$ cat src/rtl/intc_pkg.sv
// Shared types and constants for the interrupt controller CPU request path.
package intc_pkg;

    localparam int unsigned INTC_PRI_DW   = 4;
    localparam int unsigned INTC_VEC_W    = 8;
    localparam int unsigned INTC_ID_W     = 5;
    localparam int unsigned INTC_CNT_W    = 4;
    localparam int unsigned INTC_VEC_BASE = 64;

    typedef struct packed {
        logic                   req;
        logic [INTC_PRI_DW-1:0] pri;
        logic [INTC_VEC_W-1:0]  vec;
    } intc_sel_t;

    typedef enum logic [1:0] {
        IDLE = 2'd0,
        REQ  = 2'd1,
        ACKD = 2'd2
    } intc_req_st_e;

endpackage

$ cat src/rtl/intc_guard_cnt.sv
// Loadable down-counter timing the post-acknowledge guard interval.
module intc_guard_cnt
    import intc_pkg::*;
#(
    parameter int unsigned CW = INTC_CNT_W
) (
    input  logic          clk,
    input  logic          rst,
    input  logic          i_load,
    input  logic [CW-1:0] i_load_val,
    input  logic          i_dec,
    output logic          o_zero
);

    logic [CW-1:0] r_cnt;

    always_ff @(posedge clk) begin
        if (rst) begin
            r_cnt <= '0;
        end else if (i_load) begin
            r_cnt <= i_load_val;
        end else if (i_dec && (r_cnt != '0)) begin
            r_cnt <= r_cnt - CW'(1);
        end
    end

    // Flags that the decrement taking effect this cycle lands on zero.
    assign o_zero = (r_cnt <= CW'(1));

endmodule

$ cat src/rtl/intc_cpu_req.sv
// Qualifies the selector winner against the CPU mask, holds the request and
// runs the acknowledge / clear handshake toward one CPU.
module intc_cpu_req
    import intc_pkg::*;
#(
    parameter int unsigned DW     = 5,
    parameter int unsigned PRI_DW = INTC_PRI_DW,
    parameter int unsigned VEC_W  = INTC_VEC_W,
    parameter int unsigned GUARD  = 2
) (
    input  logic                  clk,
    input  logic                  rst,
    input  logic [DW+VEC_W-1:0]   sel_i,
    input  logic [PRI_DW-1:0]     imask_i,
    input  logic                  int_ack_i,
    output logic                  int_req_o,
    output logic [PRI_DW-1:0]     int_lvl_o,
    output logic [VEC_W-1:0]      int_vec_o,
    output logic                  clr_o,
    output logic [INTC_ID_W-1:0]  clr_id_o,
    output logic                  busy_o
);

    intc_req_st_e          r_state;
    intc_req_st_e          w_state_nxt;
    intc_sel_t             r_sel_q;
    logic [PRI_DW-1:0]     r_hold_lvl;
    logic [VEC_W-1:0]      r_hold_vec;
    logic                  r_int_req;
    logic                  r_busy;
    logic                  r_clr;
    logic [INTC_ID_W-1:0]  r_clr_id;

    logic                  w_elig;
    logic                  w_hold_ld;
    logic                  w_cnt_ld;
    logic                  w_cnt_dec;
    logic                  w_cnt_zero;
    logic                  w_clr_nxt;
    logic [VEC_W-1:0]      w_vec_off;

    assign w_elig = r_sel_q.req && (r_sel_q.pri > imask_i);

    // Vector base is a multiple of 32, so the source id is the vector offset's low bits.
    assign w_vec_off = r_hold_vec - VEC_W'(INTC_VEC_BASE);

    intc_guard_cnt #(
        .CW (INTC_CNT_W)
    ) u_guard_cnt (
        .clk        (clk),
        .rst        (rst),
        .i_load     (w_cnt_ld),
        .i_load_val (INTC_CNT_W'(GUARD)),
        .i_dec      (w_cnt_dec),
        .o_zero     (w_cnt_zero)
    );

    always_comb begin
        w_state_nxt = r_state;
        w_hold_ld   = 1'b0;
        w_cnt_ld    = 1'b0;
        w_cnt_dec   = 1'b0;
        w_clr_nxt   = 1'b0;
        case (r_state)
            IDLE: begin
                if (w_elig) begin
                    w_hold_ld   = 1'b1;
                    w_state_nxt = REQ;
                end
            end
            REQ: begin
                // Acknowledge beats both preemption and withdrawal.
                if (int_ack_i) begin
                    w_clr_nxt   = 1'b1;
                    w_cnt_ld    = 1'b1;
                    w_state_nxt = ACKD;
                end else if (w_elig && (r_sel_q.pri > r_hold_lvl)) begin
                    w_hold_ld   = 1'b1;
                end else if (!w_elig) begin
                    w_state_nxt = IDLE;
                end
            end
            ACKD: begin
                w_cnt_dec = 1'b1;
                if (w_cnt_zero) begin
                    w_state_nxt = IDLE;
                end
            end
            default: begin
                w_state_nxt = IDLE;
            end
        endcase
    end

    always_ff @(posedge clk) begin
        if (rst) begin
            r_state    <= IDLE;
            r_sel_q    <= '0;
            r_hold_lvl <= '0;
            r_hold_vec <= '0;
            r_int_req  <= 1'b0;
            r_busy     <= 1'b0;
            r_clr      <= 1'b0;
            r_clr_id   <= '0;
        end else begin
            r_state   <= w_state_nxt;
            r_sel_q   <= intc_sel_t'(sel_i);
            r_int_req <= (w_state_nxt == REQ);
            r_busy    <= (w_state_nxt != IDLE);
            r_clr     <= w_clr_nxt;
            r_clr_id  <= w_clr_nxt ? INTC_ID_W'(w_vec_off) : '0;
            if (w_hold_ld) begin
                r_hold_lvl <= r_sel_q.pri;
                r_hold_vec <= r_sel_q.vec;
            end
        end
    end

    assign int_req_o = r_int_req;
    assign int_lvl_o = r_hold_lvl;
    assign int_vec_o = r_hold_vec;
    assign clr_o     = r_clr;
    assign clr_id_o  = r_clr_id;
    assign busy_o    = r_busy;

endmodule

$ cat config.mk
export PLATFORM = sky130hd
export DESIGN_NAME = intc_cpu_req
export DESIGN_NICKNAME = d
export VERILOG_FILES = /design/src/rtl/intc_pkg.sv /design/src/rtl/intc_guard_cnt.sv /design/src/rtl/intc_cpu_req.sv
export SDC_FILE = /design/constraint.sdc
export NUM_CORES = 1
export LEC_CHECK = 0
export CAP_MARGIN = 40
export CELL_PAD_IN_SITES_DETAIL_PLACEMENT = 1
export CELL_PAD_IN_SITES_GLOBAL_PLACEMENT = 1
export CORE_AREA = 2 2 85 55
export CTS_CLUSTER_DIAMETER = 80
export DETAILED_ROUTE_END_ITERATION = 8
export DIE_AREA = 0 0 87 57
export GPL_ROUTABILITY_DRIVEN = 0
export PLACE_DENSITY = 0.94
export SLEW_MARGIN = 10
export SYNTH_ARGS = -nofsm -noshare
export SYNTH_HDL_FRONTEND = slang
export SYNTH_SLANG_ARGS = --single-unit
$ cat constraint.sdc
create_clock -name clk -period 3.3 [get_ports clk]
set_clock_uncertainty 0.05 [all_clocks]
set_input_delay 0.33 -clock clk [delete_from_list [all_inputs] [get_ports clk]]
set_output_delay 0.33 -clock clk [all_outputs]
set_load 0.02 [all_outputs]
==> impl_metrics.env <==
export IMPL_synthTopCellsByArea="dfxtp_1 49%, nand2b_1 10%, ha_1 8.6%, mux2i_1 7.5%, nor2b_1 5.8%"
export IMPL_finalMaxSlewViolations=0
export IMPL_ys_flop_type="dfxtp_1"
export IMPL_ctsHoldBuffers=0
export IMPL_wl_per_cell_um=13.9
export IMPL_grt_pass1_wl_um=5660
export IMPL_die_h_um=57
export IMPL_slowest_delay_ns=0.45
export IMPL_vdd_drop_max_mv=0.185
export IMPL_syn_nets=185
export IMPL_crit_path_top_delay_cell="clkdlybuf4s50_1"
export IMPL_initial_core_util=0.378
export IMPL_cp_buffers_inverters=3
export IMPL_power_total_uw=999
export IMPL_rsz0062_at_grt="false"
export IMPL_tightest_slew_ns=0.420
export IMPL_route_detailed_drc=0
export IMPL_status="completed"
export IMPL_reg2regPathDepth=7
export IMPL_routed_via_density=4.73
export IMPL_cts_buffer_depth=2
export IMPL_dp_hpwl_um=2570
export IMPL_cts_buffers=5
export IMPL_postRouteAntennaNets=0
export IMPL_holdPathEnd="int_vec_o[7]"
export IMPL_cts_clk_slew_worst_paths_ns=0.07
export IMPL_worstReg2RegEnd="int_vec_o[5]"
export IMPL_via_count=1187
export IMPL_cts_root_buf="clkbuf_8"
export IMPL_fin_nets=229
export IMPL_cp_max_fo=12
export IMPL_grt_overflow=0
export IMPL_fin_crit_ns=2.13
export IMPL_setup_violations=0
export IMPL_die_area_mm2=0.00496
export IMPL_antenna_cells=0
export IMPL_cts_tree="built"
export IMPL_final_fill_count=461
export IMPL_grt_pass1_vias=1243
export IMPL_synth_edff_count=0
export IMPL_dr_pass1_iters=4
export IMPL_drt_iter0_markers=21
export IMPL_grt_max_degree=24
export IMPL_crit_cells=9
export IMPL_finalSetupTns_ns=0
export IMPL_cts_resized_gates=0
export IMPL_ys_warn_count=0
export IMPL_synth_area_leader_cell="dfxtp_1"
export IMPL_fin_cells=251
export IMPL_cp_data_required_time_ns=3.47
export IMPL_post_cts_buffers=0
export IMPL_reg2reg_slack_ns=1.33
export IMPL_total_leakage_power_nw=0.813
export IMPL_ios=40
export IMPL_netlist_area_mm2=0.00161
export IMPL_utilization=0.512
export IMPL_hold_viol=0
export IMPL_crit_family="buffers and inverters"
export IMPL_path_cells="clkdlybuf4s50_1 > inv_1 > ha_1 > nand4_1 > nand3b_2 > a21o_1 > a221oi_4 > buf_4 > mux2i_1"
export IMPL_grt_usage=0.154
export IMPL_max_freq_mhz=470
export IMPL_r2r_start="r_sel_q[9]"
export IMPL_worstSkewPairLatency_ns=0.30
export IMPL_powerDensity_mw_per_mm2=458
export IMPL_relSlewSlack=0.719
export IMPL_syn_area_per_cell_um2=10.4
export IMPL_dp_cells=243
export IMPL_coreArea_mm2=0.00426
export IMPL_min_delay_start="r_sel_q[7]"
export IMPL_io_buffers=39
export IMPL_ys_ff_latch=39
export IMPL_async_flop_share=0
export IMPL_finalCritPeriodShare=0.645
export IMPL_synth_distinct_cells=28
export IMPL_h_tree_depth=2
export IMPL_seq_area_frac_synth=0.486
export IMPL_fp_row_count=19
export IMPL_syn_inst=154
export IMPL_crit_type="primary input to flop"
export IMPL_wl_um=3500
export IMPL_die_width_um=87
export IMPL_endpoint_kind="flop"
export IMPL_critPathLaunchType="primary input"
export IMPL_hp_class="flop to flop"
export IMPL_worstPathArrival_ns=2.30
export IMPL_cts_sinks=39
export IMPL_area_growth_pct=35.6
export IMPL_hold_depth=2
export IMPL_drv_cap=0
export IMPL_antenna_found_initial=0
export IMPL_drive_above_1_share=0.0804
export IMPL_yosysTopAreaCellShare=0.486
[cells by family after synthesis]
logic type	Yosys count	share of synthesized area
multiplexers	12	0.0747
AO/OA/AOI/OAI	14	0.0724
XOR/XNOR	3	0.0163
flip-flops	39	0.486
adder cells (fa/ha/maj)	11	0.0856
buffers and inverters	15	0.0420
AND/OR/NAND/NOR	60	0.223
[report_power, final]
group | total (mW) | switching [mW] | internal, mW
combinational | 0.0909 | 0.0383 | 0.0526
sequential | 0.490 | 0.00749 | 0.483
clock | 0.418 | 0.173 | 0.245
[worst register-to-register path, delay by kind of cell, from the launching register on]
family          cells  cell delay [ns]
fa+ha+maj           1             0.32
compound gates      3             0.52
mux                 1             0.23
flops               1             0.37
simple gates        1             0.13
buf+inv             1             0.29
[worst max-delay path by stage]
stage | from | end | slack (ns)
2_1_floorplan | int_lvl_o[3] | int_lvl_o[0] | 1.37
3_3_place_gp | imask_i[3] | int_lvl_o[3] | 0.99
3_5_place_dp | imask_i[3] | int_vec_o[5] | 0.87
4_1_cts | imask_i[3] | int_vec_o[5] | 1.15
5_1_grt | imask_i[3] | int_vec_o[3] | 1.07
6_report | imask_i[3] | int_vec_o[5] | 1.17
[through the flow]
stage | area, µm² | setup slack (ns) | hold WS [ns]
2_1_floorplan | 1610 | 1.37 | 0.357
3_3_place_gp | 2050 | 0.993 | 0.392
3_5_place_dp | 2060 | 0.868 | 0.407
4_1_cts | 2180 | 1.15 | 0.423
5_1_grt | 2180 | 1.07 | 0.433
6_report | 2180 | 1.17 | 0.416
[cell type report]
cell class                 count  area (µm²)  share of cell area
clock inverter                 2        35.0              0.0161
sequential                    39         781               0.358
multi-input combinational    100         759               0.348
timing repair buffer          42         420               0.193
clock buffer                   6        82.6              0.0379
tap                           52        65.1              0.0298
inverter                      10        37.5              0.0172
[flip-flops by register name, summed over array words and instances, names as in the netlist]
name               count
busy_o                 1
clr_id_o               5
clr_o                  1
int_lvl_o              4
int_req_o              1
int_vec_o              8
r_sel_q               13
r_state                2
u_guard_cnt.r_cnt      4
[cells in the final DEF, fill, tap and decap left out, types with 2 or more instances in the layout]
master,netlist,routed
clkbuf_8,0,6
mux2i_1,12,12
nand2_1,3,3
a21oi_1,4,4
a211oi_1,2,2
o211ai_1,2,2
buf_4,0,2
xor2_1,2,2
o21ai_0,2,2
dfxtp_1,39,39
nor2b_1,15,15
nand2b_1,26,26
inv_1,9,9
ha_1,11,11
nor2_1,5,5
and2_1,5,5
clkdlybuf4s50_1,0,39
[per-layer routing]
metal | global-route usage | vias to the layer above | part of all wire
met2 | 0.266 | 27 | 0.49
met3 | 0.0550 | 6 | 0.056
met4 | 0.0737 | 0 | 0.021
met5 | 0 | - | 0
li1 | - | 595 | -
met1 | 0.169 | 559 | 0.44
[cell usage after synthesis (all sizes together) (2+ instances only)]
library cell / n
o21ai: 2
dfxtp: 39
a211oi: 3
mux2i: 12
ha: 11
inv: 10
nor2: 5
nand2: 3
nand3b: 2
clkbuf: 4
a21oi: 4
o211ai: 2
and2: 5
xor2: 2
nor2b: 15
nand2b: 26
Power figures use the tool's default switching activity.
